<file path="src/rtl/pipeline_fetch_unit_pkg.sv">
// Shared definitions for the fetch unit: fetch FSM states and the NOP encoding.
// HOLD is only ever entered when FETCH_BUFFER_EN is defined.
package pipeline_fetch_unit_pkg;

  typedef enum logic [1:0] {
    IDLE  = 2'd0,
    ISSUE = 2'd1,
    WAIT  = 2'd2,
    HOLD  = 2'd3
  } fetch_state_t;

  localparam logic [31:0] NOP_INSTRUCTION = 32'h0000_0000;

endpackage

</file>
<file path="src/rtl/pipeline_fetch_unit_stage_pkg.sv">
// Fetch-stage header: the registered result handed from fetch to decode.
package fetch_stage_pkg;

  typedef struct packed {
    logic [31:0] programCounter;
    logic        programCounterChangedTimes;
    logic [31:0] instruction;
    logic        bubbled;
  } pipeline_result_fetch_t;

endpackage

</file>
<file path="src/rtl/pipeline_fetch_unit_skid_buffer.sv">
// One-entry skid buffer holding a fetch result that arrived while decode stalled.
// Only built when FETCH_BUFFER_EN is defined.
`ifdef FETCH_BUFFER_EN
module fetch_skid_buffer
  import fetch_stage_pkg::*;
(
  input  logic                   clock,
  input  logic                   reset,
  input  logic                   push,
  input  pipeline_result_fetch_t pushData,
  input  logic                   pop,
  output logic                   entryValid,
  output pipeline_result_fetch_t entryData
);

  logic                   validReg;
  pipeline_result_fetch_t dataReg;

  always_ff @(posedge clock or negedge reset) begin
    if (!reset) begin
      validReg <= 1'b0;
      dataReg  <= '0;
    end else if (push) begin
      validReg <= 1'b1;
      dataReg  <= pushData;
    end else if (pop) begin
      validReg <= 1'b0;
    end
  end

  assign entryValid = validReg;
  assign entryData  = dataReg;

endmodule
`endif

</file>
<file path="src/rtl/pipeline_fetch_unit.sv">
// Instruction fetch unit: one outstanding request, delay-slot redirects, registered result.
// Define FETCH_BUFFER_EN to add a one-entry skid buffer instead of back-pressuring memory.
module pipeline_fetch_unit
  import pipeline_fetch_unit_pkg::*;
  import fetch_stage_pkg::*;
#(
  parameter logic [31:0] RESET_PC = 32'h0000_3000
) (
  input  logic                   clock,
  input  logic                   reset,
  input  logic                   stallOnDecode,
  input  logic                   jumpEnabled,
  input  logic [31:0]            jumpValue,
  output logic                   imemReqValid,
  input  logic                   imemReqReady,
  output logic [31:0]            imemReqAddr,
  input  logic                   imemRespValid,
  output logic                   imemRespReady,
  input  logic [31:0]            imemRespData,
  output pipeline_result_fetch_t pipelineResultFetch
);

  fetch_state_t           stateReg, stateNext;
  logic [31:0]            fetchPcReg;
  logic [31:0]            pendingTargetReg;
  logic                   pendingJumpReg;
  logic                   changedTimesReg;
  logic [31:0]            inFlightPcReg;
  logic                   inFlightTagReg;
  pipeline_result_fetch_t resultReg;

  logic                   reqFire, respFire, redirect;
  logic                   bufValid;
  pipeline_result_fetch_t bufData;
  pipeline_result_fetch_t respEntry;

  assign reqFire  = imemReqValid && imemReqReady;
  assign respFire = imemRespValid && imemRespReady;
  assign redirect = jumpEnabled && !stallOnDecode;

  assign respEntry = '{programCounter:             inFlightPcReg,
                       programCounterChangedTimes: inFlightTagReg,
                       instruction:                imemRespData,
                       bubbled:                    1'b0};

  always_ff @(posedge clock or negedge reset) begin
    if (!reset) stateReg <= IDLE;
    else        stateReg <= stateNext;
  end

  always_comb begin
    stateNext     = stateReg;
    imemReqValid  = 1'b0;
    imemRespReady = 1'b0;
    case (stateReg)
      IDLE: stateNext = ISSUE;
      ISSUE: begin
        imemReqValid = 1'b1;
        if (imemReqReady) stateNext = WAIT;
      end
      WAIT: begin
`ifdef FETCH_BUFFER_EN
        imemRespReady = 1'b1;
        if (imemRespValid) stateNext = stallOnDecode ? HOLD : ISSUE;
`else
        imemRespReady = !stallOnDecode;
        if (imemRespValid && !stallOnDecode) stateNext = ISSUE;
`endif
      end
`ifdef FETCH_BUFFER_EN
      HOLD: if (!stallOnDecode) stateNext = ISSUE;
`endif
      default: stateNext = IDLE;
    endcase
  end

  assign imemReqAddr = fetchPcReg;

  // A request presented but not yet accepted is the delay slot, so its redirect waits in pendingJump.
  always_ff @(posedge clock or negedge reset) begin
    if (!reset) begin
      fetchPcReg       <= RESET_PC;
      pendingJumpReg   <= 1'b0;
      pendingTargetReg <= 32'h0;
      changedTimesReg  <= 1'b0;
      inFlightPcReg    <= RESET_PC;
      inFlightTagReg   <= 1'b0;
    end else if (reqFire) begin
      inFlightPcReg  <= fetchPcReg;
      inFlightTagReg <= changedTimesReg;
      if (redirect) begin
        fetchPcReg      <= jumpValue;
        changedTimesReg <= ~changedTimesReg;
        pendingJumpReg  <= 1'b0;
      end else if (pendingJumpReg) begin
        fetchPcReg      <= pendingTargetReg;
        changedTimesReg <= ~changedTimesReg;
        pendingJumpReg  <= 1'b0;
      end else begin
        fetchPcReg <= fetchPcReg + 32'd4;
      end
    end else if (redirect) begin
      if (imemReqValid) begin
        pendingJumpReg   <= 1'b1;
        pendingTargetReg <= jumpValue;
      end else begin
        fetchPcReg      <= jumpValue;
        changedTimesReg <= ~changedTimesReg;
        pendingJumpReg  <= 1'b0;
      end
    end
  end

`ifdef FETCH_BUFFER_EN
  logic bufPush, bufPop;
  assign bufPush = respFire && stallOnDecode;
  assign bufPop  = (stateReg == HOLD) && !stallOnDecode;

  fetch_skid_buffer skidBuffer (
    .clock      (clock),
    .reset      (reset),
    .push       (bufPush),
    .pushData   (respEntry),
    .pop        (bufPop),
    .entryValid (bufValid),
    .entryData  (bufData)
  );
`else
  assign bufValid = 1'b0;
  assign bufData  = '0;
`endif

  // Bubbles keep the last PC and tag; only the instruction and bubbled flag change.
  always_ff @(posedge clock or negedge reset) begin
    if (!reset) begin
      resultReg <= '{programCounter:             RESET_PC - 32'd4,
                     programCounterChangedTimes: 1'b0,
                     instruction:                NOP_INSTRUCTION,
                     bubbled:                    1'b1};
    end else if (!stallOnDecode) begin
      if (respFire) begin
        resultReg <= respEntry;
      end else if (bufValid) begin
        resultReg <= bufData;
      end else begin
        resultReg.instruction <= NOP_INSTRUCTION;
        resultReg.bubbled     <= 1'b1;
      end
    end
  end

  assign pipelineResultFetch = resultReg;

endmodule

</file>
<file path="config.mk">
export PLATFORM = sky130hd
export DESIGN_NAME = pipeline_fetch_unit
export DESIGN_NICKNAME = d
export VERILOG_FILES = /design/src/rtl/pipeline_fetch_unit_pkg.sv /design/src/rtl/pipeline_fetch_unit_stage_pkg.sv /design/src/rtl/pipeline_fetch_unit_skid_buffer.sv /design/src/rtl/pipeline_fetch_unit.sv
export SDC_FILE = /design/constraint.sdc
export NUM_CORES = 1
export LEC_CHECK = 0
export CORE_MARGIN = 3
export CORE_UTILIZATION = 50
export DETAILED_ROUTE_END_ITERATION = 8
export GPL_TIMING_DRIVEN = 0
export PLACE_DENSITY = 0.8
export SKIP_CTS_REPAIR_TIMING = 1
export SKIP_LAST_GASP = 1
export SLEW_MARGIN = 20
export SYNTH_ARGS = -nofsm -noshare
export SYNTH_HDL_FRONTEND = slang
export SYNTH_SLANG_ARGS = --single-unit
</file>
<file path="constraint.sdc">
create_clock -name clock -period 2.53 [get_ports clock]
set_clock_uncertainty 0.15 [all_clocks]
set_input_delay 0.506 -clock clock [delete_from_list [all_inputs] [get_ports clock]]
set_output_delay 0.506 -clock clock [all_outputs]
set_load 0.01 [all_outputs]
</file>
* Yosys cells after proc, flatten, opt, wreduce, memory -nomap -nowiden *
Cells that the tools add are included.

operators by class
  add/sub/neg operators = 1
  multiply operators = 0
  divide/modulo/power cells = 0
  $lt $le $gt $ge = 0
  equality and inequality tests = 5
  shift-type cells = 0
  multiplexer cells = 19
  bitwise logic cells = 3
  reductions and logical operators = 13

operator list
  cell                                                                      count
  32-bit two-way mux                                                        5
  33-bit two-way mux                                                        1
  32-bit by 3-bit adder with 32-bit output (second input constant)          1
  1-bit two-way mux                                                         10
  2-bit one-hot mux with 3 select lines                                     1
  2-bit AND reduction                                                       3
  3-bit AND reduction                                                       2
  1-bit logical AND                                                         4
  2-bit two-way mux                                                         2
  2-bit inequality test (second input constant)                             2
  2-bit nonzero test                                                        2
  1-bit NOT                                                                 3
  2-bit by 1-bit equality test with 1-bit output (second input constant)    1
  2-bit equality test (second input constant)                               1
  2-bit zero test                                                           1
  2-bit by 1-bit inequality test with 1-bit output (second input constant)  1
  1-bit zero test                                                           1

storage, ports and cells
  flip-flop bits (word level) = 167
  latch bits = 0
  memory bits (writable) = 0
  bits in read-only memories = 0
  output and inout bits = 100
  memories kept = 0

* Depth between registers and ports, before layout *
Gate-level depths: netlist of run 1.

  depth in word-level cells = 5
  mapped depth = 8

* Least setup slack after synthesis of run 1 *
Ideal clock, no wire load.

  kind = register to register
  from = register fetchPcReg[2], in the netlist imemReqAddr[2]
  to = register fetchPcReg[20], in the netlist imemReqAddr[20]
  library setup time = 0.065 ns
  arrival = 1.944 ns
  path slack = 0.371 ns
  cell stages (with the launch flop) = 7
  path buffers = 0
  clock period less this slack = 2.159 ns
  cell sequence = dfrtp_1 > ha_1 > nand3_1 > or4_4 > or2_2 > a21oi_1 > o21a_1

on the way
  cells in the longest elaborated chain, start to end = 4

ends and longest elaborated chain
  item                                      line                        source
  start: declaration                        pipeline_fetch_unit.sv:24   logic [31:0] fetchPcReg;
  start signal: assignment                  pipeline_fetch_unit.sv:92   fetchPcReg <= jumpValue;
  start signal: assignment                  pipeline_fetch_unit.sv:96   fetchPcReg <= pendingTargetReg;
  start signal: assignment                  pipeline_fetch_unit.sv:100  fetchPcReg <= fetchPcReg + 32'd4;
  32-bit by 3-bit adder with 32-bit output  pipeline_fetch_unit.sv:100
  32-bit two-way mux                        pipeline_fetch_unit.sv:95   end else if (pendingJumpReg) begin
  32-bit two-way mux                        pipeline_fetch_unit.sv:91   if (redirect) begin
  32-bit two-way mux                        pipeline_fetch_unit.sv:88   end else if (reqFire) begin

Every way passes these cells.
A chain may end at the register's enable or synchronous reset.

* Final worst setup path of run 1 *
  from = register stateReg[0]
  to = output imemRespReady

on the way
  cells in the longest elaborated chain, start to end = 2

ends and longest elaborated chain
  item                      line                       source
  start: declaration        pipeline_fetch_unit.sv:23  fetch_state_t stateReg, stateNext;
  start signal: assignment  pipeline_fetch_unit.sv:48  else stateReg <= stateNext;
  2-bit equality test       pipeline_fetch_unit.sv:55  case (stateReg)
  1-bit two-way mux         pipeline_fetch_unit.sv:55
  end: declaration          pipeline_fetch_unit.sv:18  output logic imemRespReady,

Every way passes these cells.

==> out/qor.yml, run 1 <==
power:
  ir_drop_mv: 0.5484
  power_density_nw_per_um2: 1191
  finalPower_mw: 11.76
  leakagePower_nw: 4.286
drt:
  postRouteAntennaNets: 0
  vias_per_cell: 5.745
  wl_per_cell_um: 19.47
  wirelength_um: 19730
  via_count: 5820
  drc_errors: 0
  dr.pass1.iters: 5
  drtIter0Drc: 475
global_route:
  grt_start_max_net_pins: 89
  antenna_found_initial: 0
  grt_util_all_layers: 0.2476
  grt_first_pass_wirelength_um: 31390
  grt_pass1_vias: 5989
  overflow: 0
timing:
  relSlewSlack: 0.5004
  worst_slack_ns: 0.04114
  finalCriticalPeriod_ns: 2.489
  hold_viol: 0
  worstMarginPinSlew_ns: 0.7493
  min_period_over_period: 0.9837
  setup_viol: 0
  fmax_ghz: 0.4018
  slew_viol_final: 0
  rsz0062_at_grt: "yes"
die:
  num_rows: 43
  io_pins: 170
  start_util: 0.5177
  core_area_um2: 14040
  die-area_um2: 16020
  die_h_um: 126.6
  die_x_um: 126.6
clock_tree:
  h-tree-depth: 4
  clock_latency_ns: 0.42
  cts.sinks: 167
  clockBufferDepth: 2
  cts_tree: "yes"
  cts-root-buf: "clkbuf_16"
  numCtsBuffers: 17
  path_clk_slew_ns: 0.06
placed_design:
  dp.cells: 980
  gp_congestion: 0.9246
  dp_hpwl_um: 14130
  place_ws_ns: -0.3073
  numPortBuffers: 168
  dpl-instance-area_um2: 9209
logic_synthesis:
  yosysUniqueCellTypes: 56
  synth_area_um2: 7269
  synth_area_leaders: "dfrtp_1, mux2_2, nand2_1"
  ys.flop_type: "dfrtp_1"
  synth_area_per_cell_um2: 11.52
  yosys.area.top_type: "dfrtp_1"
  ys_warn_count: 0
  synthArstFlopShare: 1.000
  synth_edf_count: 0
  netlist_top_cells_count: "dfrtp_1, nand2_1, mux2_2"
  postSynthCellCount: 631
  ys_ff_latch: 167
  yosysMostFrequentCell: "dfrtp_1"
  syn_nets: 702
  yosysSeqAreaShare: 0.5776
  synth_top_area_frac: 0.5198
min_path:
  hold_start: "inFlightPcReg[12]"
  hold_path_class: "register to register"
finish:
  register_area_um2: 4202
  area_delta_synth_final_pct: 35.94
  finalNonFillerCells: 1013
  diodes: 0
  drive_above_1_share: 0.1729
  utilization: 0.7037
  fill_cells: 1010
  multi_input_area_um2: 2869
  fin_area_um2: 9882
  final_nets: 891
setup_path:
  startpoint: "stateReg[0]"
  slowest_stage: "clkdlybuf4s50_1"
  arrival_ns: 1.83
  critPathLaunchType: "register"
  cpPeakStageDelay_ns: 0.57
  endpoint_kind: "primary output"
  required_ns: 1.87
  path_cells: "nand2b_1 -> nor2_1 -> clkdlybuf4s50_1"
  path_class: "register to primary output"
  r2r_start: "imemReqAddr[3]"
  cp_max_fo: 6
job:
  cap_violations: 0
outcome:
  status: "completed"
[registers in the layout (all words and copies together), names as in the netlist]
register,cells
pipelineResultFetch,66
pendingTargetReg,32
inFlightTagReg,1
pendingJumpReg,1
imemReqAddr,32
changedTimesReg,1
inFlightPcReg,32
stateReg,2
[cells by family (layout without fill, tap and decap cells)]
family | Yosys count | after routing | synth area share
adders and majority gates | 1 | 1 | 0.001721
muxes | 71 | 71 | 0.1096
DFF | 167 | 167 | 0.5776
xor gates and xnor gates | 24 | 24 | 0.02892
buffers and inverters | 45 | 247 | 0.03064
and+or+nand+nor | 195 | 195 | 0.1274
AOI/OAI and AO/OA | 128 | 128 | 0.1241
[per-layer routing]
layer  track usage  routed length (um)  share of wire  up-vias
li1              -                   -              -     2635
met3       0.05558                1490          0.076       47
met1        0.3189                8174           0.41     2852
met4        0.1180                 600          0.030        0
met5             0                   0              0        -
met2        0.3994                9461           0.48      286
[cell type report]
| class | count | area share |
|---|---|---|
| inverters | 6 | 0.002279 |
| plain buffers | 39 | 0.02038 |
| multi-input cells | 419 | 0.2903 |
| clock buffers | 19 | 0.04381 |
| clock inverters | 13 | 0.02051 |
| well taps | 180 | 0.02279 |
| flip-flops and latches | 167 | 0.4252 |
| repair buffers | 170 | 0.1747 |
[layout by cell type, fill, tap and decap left out, types with 4 or more instances in the layout]
cell / count
nand3_1: 12
buf_1: 8
dfstp_2: 16
clkinv_2: 4
inv_1: 5
nor2_1: 22
dfrtp_1: 149
clkbuf_2: 4
mux2_2: 69
clkdlybuf4s50_1: 166
o21ai_0: 19
o22ai_1: 23
xnor2_1: 13
a21oi_1: 19
xor2_1: 11
clkbuf_1: 21
a211oi_1: 6
bufinv_16: 5
a22o_1: 32
nand4_1: 11
and3_1: 11
nor3_2: 4
a221oi_1: 9
nand2b_1: 4
clkbuf_16: 17
nand2_1: 115
[final timing paths]
check / slack [ns] / cells past startpoint / end
hold / removal: 0.31 / 2 / inFlightPcReg[12]
setup / recovery: 0.04 / 3 / imemRespReady
hold reg to reg: 0.31 / 2 / inFlightPcReg[12]
max in group asynchronous: 0.87 / 3 / imemReqAddr[13]
setup reg to reg: 0.07 / 6 / imemReqAddr[24]
min in group asynchronous: 0.52 / 2 / pipelineResultFetch[31]
[worst max-delay path, delay by kind of cell, from the launching register on]
family / cells / cell delay (ns)
AND/OR/NAND/NOR: 2 / 0.41
buffers and inverters: 1 / 0.57
flip-flops: 1 / 0.43
[report_power, final]
part	leakage [nW]	internal [mW]	total [mW]	switching, mW
registers	2.08	3.83	4.76	0.936
logic	1.90	2.20	4.20	2.00
clock network	0.307	1.75	2.80	1.05
[stage by stage]
step / hold WS, ns / TNS [ns]
after detailed placement: 0.2994 / -12.78
after global routing: 0.3484 / -0.05002
after floorplan: 0.06041 / 0
final: 0.3095 / 0
after CTS: -0.05037 / -0.1412
after global placement: 0.2980 / -911.51
Note: power is estimated with default switching activity, not from simulation.
==> inputs of run 2 (changes only) <==
--- a/config.mk
+++ b/config.mk
@@ -9,6 +9,7 @@
 export CORE_UTILIZATION = 50
 export DETAILED_ROUTE_END_ITERATION = 8
 export GPL_TIMING_DRIVEN = 0
+export HOLD_SLACK_MARGIN = 0.12
 export PLACE_DENSITY = 0.8
 export SKIP_CTS_REPAIR_TIMING = 1
 export SKIP_LAST_GASP = 1
==> results of run 2 <==
Same layout as run 1: the final DEF is identical, and so are final timing and power.
==> inputs of run 3 (changes only) <==
--- a/config.mk
+++ b/config.mk
@@ -6,11 +6,12 @@
 export NUM_CORES = 1
 export LEC_CHECK = 0
 export CORE_MARGIN = 3
-export CORE_UTILIZATION = 50
+export CORE_UTILIZATION = 52
+export CTS_BUF_LIST = sky130_fd_sc_hd__clkbuf_4
 export DETAILED_ROUTE_END_ITERATION = 8
 export GPL_TIMING_DRIVEN = 0
 export HOLD_SLACK_MARGIN = 0.12
-export PLACE_DENSITY = 0.8
+export PLACE_DENSITY = 0.83
 export SKIP_CTS_REPAIR_TIMING = 1
 export SKIP_LAST_GASP = 1
 export SLEW_MARGIN = 20
==> run 3 against run 2 <==
Worst setup slack worse by 0.0041 ns; via count about the same; die area down 3.7%; register-to-register slack worse by 0.03 ns; count of clock-buffer cells in the layout up 2; hold slack better by 0.015 ns; cell area down 3.6%; routed wire length up 0.77%; clock power down 43%; combinational power about the same; critical path depth up 3; sequential power about the same; largest cell class unchanged.
==> out/qor.yml, run 3 (synthesis gave the netlist of run 1 again) <==
outcome:
  status: "completed"
global_route:
  grt_pass1_vias: 6041  # +0.87%
  grt_start_max_net_pins: 103  # +16%
  grt_first_pass_wirelength_um: 32330  # +3.0%
  antenna_found_initial: 1  # +1
  grt_util_all_layers: 0.2607  # +0.01311
  overflow: 0  # unchanged
setup_path:
  crit_buf_inv: 0  # -1
  cp_max_fo: 8  # +2
  arrival_ns: 2.80  # +0.97 ns
  slowest_stage: "or4_4"
  critPathLaunchType: "register"
  path_cells: "ha_1 -> nand3_1 -> or4_4 -> nor2_2 -> a41oi_1 -> a311oi_1"
  cpPeakStageDelay_ns: 0.66  # +0.09 ns
  required_ns: 2.84  # +0.97 ns
  path_class: "register to register"
  crit_family: "simple AND/OR/NAND/NOR gates"
  endpoint_kind: "register"
power:
  clock_power_share: 0.151  # -0.087
  leakagePower_nw: 4.146  # -3.3%
  power_density_nw_per_um2: 1106  # -7.1%
  ir_drop_mv: 0.5098  # -7.0%
  p_comb_frac: 0.399  # +0.042
  p_int_mw: 6.726  # -13%
  seqPwrFrac: 0.450  # +0.045
  switching_power_mw: 3.816  # -4.3%
  swShare: 0.3620  # +0.02292
  finalPower_mw: 10.54  # -10%
die:
  num_rows: 42  # -2.3%
  core_area_um2: 13450  # -4.2%
  die-area_um2: 15430  # -3.7%
  die_h_um: 124.2  # -1.8%
  start_util: 0.5404  # +0.02268
  io_pins: 170  # unchanged
  die_x_um: 124.2  # -1.8%
timing:
  rsz0062_at_grt: "no"
  worstMarginPinSlew_ns: 0.7842  # +0.03485 ns
  relSlewSlack: 0.4772  # -0.02323
  min_period_over_period: 0.9854  # +0.001635
  setup_viol: 0  # unchanged
  worst_slack_ns: 0.03701  # -0.004137 ns
  hold_viol: 0  # unchanged
  slew_viol_final: 0  # unchanged
  finalCriticalPeriod_ns: 2.493  # +0.004137 ns
  fmax_ghz: 0.4011  # -0.17%
  holdWs_ns: 0.3246  # +0.01518 ns
finish:
  layout_common_cells: "clkdlybuf4s50_1, dfrtp_1, nand2_1"
  area_delta_synth_final_pct: 31.08
  finalNonFillerCells: 1010  # -0.30%
  largest_reg_flops: 66  # unchanged
  drive_above_1_share: 0.1741  # +0.001200
  layout_commonest_cell: "clkdlybuf4s50_1"
  final_nets: 891  # unchanged
clock_tree:
  numCtsBuffers: 17  # unchanged
  path_clk_slew_ns: 0.13  # +0.07 ns
  cts.sinks: 167  # unchanged
  clockBufferDepth: 2  # unchanged
  cts-root-buf: "clkbuf_4"
  cts_tree: "yes"
  clock_latency_ns: 0.57  # +0.15 ns
  h-tree-depth: 4  # unchanged
drt:
  vias_per_cell: 5.764  # +0.33%
  drc_errors: 0  # unchanged
  wl_per_cell_um: 19.68  # +1.1%
  via_count: 5822  # +0.034%
  wirelength_um: 19880  # +0.77%
  postRouteAntennaNets: 0  # unchanged
  dr.pass1.iters: 6  # +1
  drtIter0Drc: 604  # +27%
placed_design:
  place_ws_ns: -0.3437  # -0.03643 ns
  numPortBuffers: 168  # unchanged
  gp_congestion: 0.9001  # -2.6%
  dp.cells: 976  # -0.41%
  dp_hpwl_um: 14630  # +3.5%
job:
  cap_violations: 0  # unchanged
min_path:
  hold_path_class: "register to register"
run 3: worst reg2reg max path, stage by stage, from the launching register on:
cell	delay (ns)
dfrtp_2	0.49
ha_1	0.24
nand3_1	0.25
or4_4	0.66
nor2_2	0.17
a41oi_1	0.16
a311oi_1	0.27
run 3: worst paths after layout:
kind	from	slack [ns]	cells after the start	end
setup / recovery	imemReqAddr[2]	0.04	6	imemReqAddr[24]
hold / removal	inFlightPcReg[13]	0.32	2	inFlightPcReg[13]
setup reg to reg	imemReqAddr[2]	0.04	6	imemReqAddr[24]
hold reg to reg	inFlightPcReg[13]	0.32	2	inFlightPcReg[13]
max in group asynchronous	reset	1.00	3	imemReqAddr[3]
min in group asynchronous	reset	0.33	2	pipelineResultFetch[26]
run 3: power groups by stage:
stage               combinational (mW)  sequential, mW  clock [mW]
floorplan                         2.12            4.73           0
global placement                  4.03            4.69           0
detailed placement                4.18            4.77           0
CTS                               4.21            4.71        1.63
global route                      4.55            4.87        1.75
finish                            4.21            4.74        1.59
run 3: routing by layer:
layer  global-route usage  share of wire  wire length [um]  vias up
li1                     -              -                 -     2644
met1               0.3384           0.41              8223     2866
met2               0.4303           0.50              9857      274
met3              0.06400          0.071              1409       38
met4              0.08897          0.020               388        0
met5                    0              0                 0        -
run 3: area by class of cell:
class,count,area [um2]
inverter,6,22.52
tap,176,220.2
fill,970,3924
clock buffer,21,157.7
antenna,1,2.502
sequential,167,4204
clock inverter,11,132.6
timing repair buffer,170,1729
buffer,39,200.2
multi-input combinational,419,2860
run 3: per-stage QoR:
stage	utilization	setup TNS, ns	area [um2]
global route	0.7083	0	9529
finish	0.7083	0	9529
detailed placement	0.6842	-13.36	9204
floorplan	-	0	7269
global placement	0.6817	-932.69	9171
CTS	0.7057	-0.2897	9494
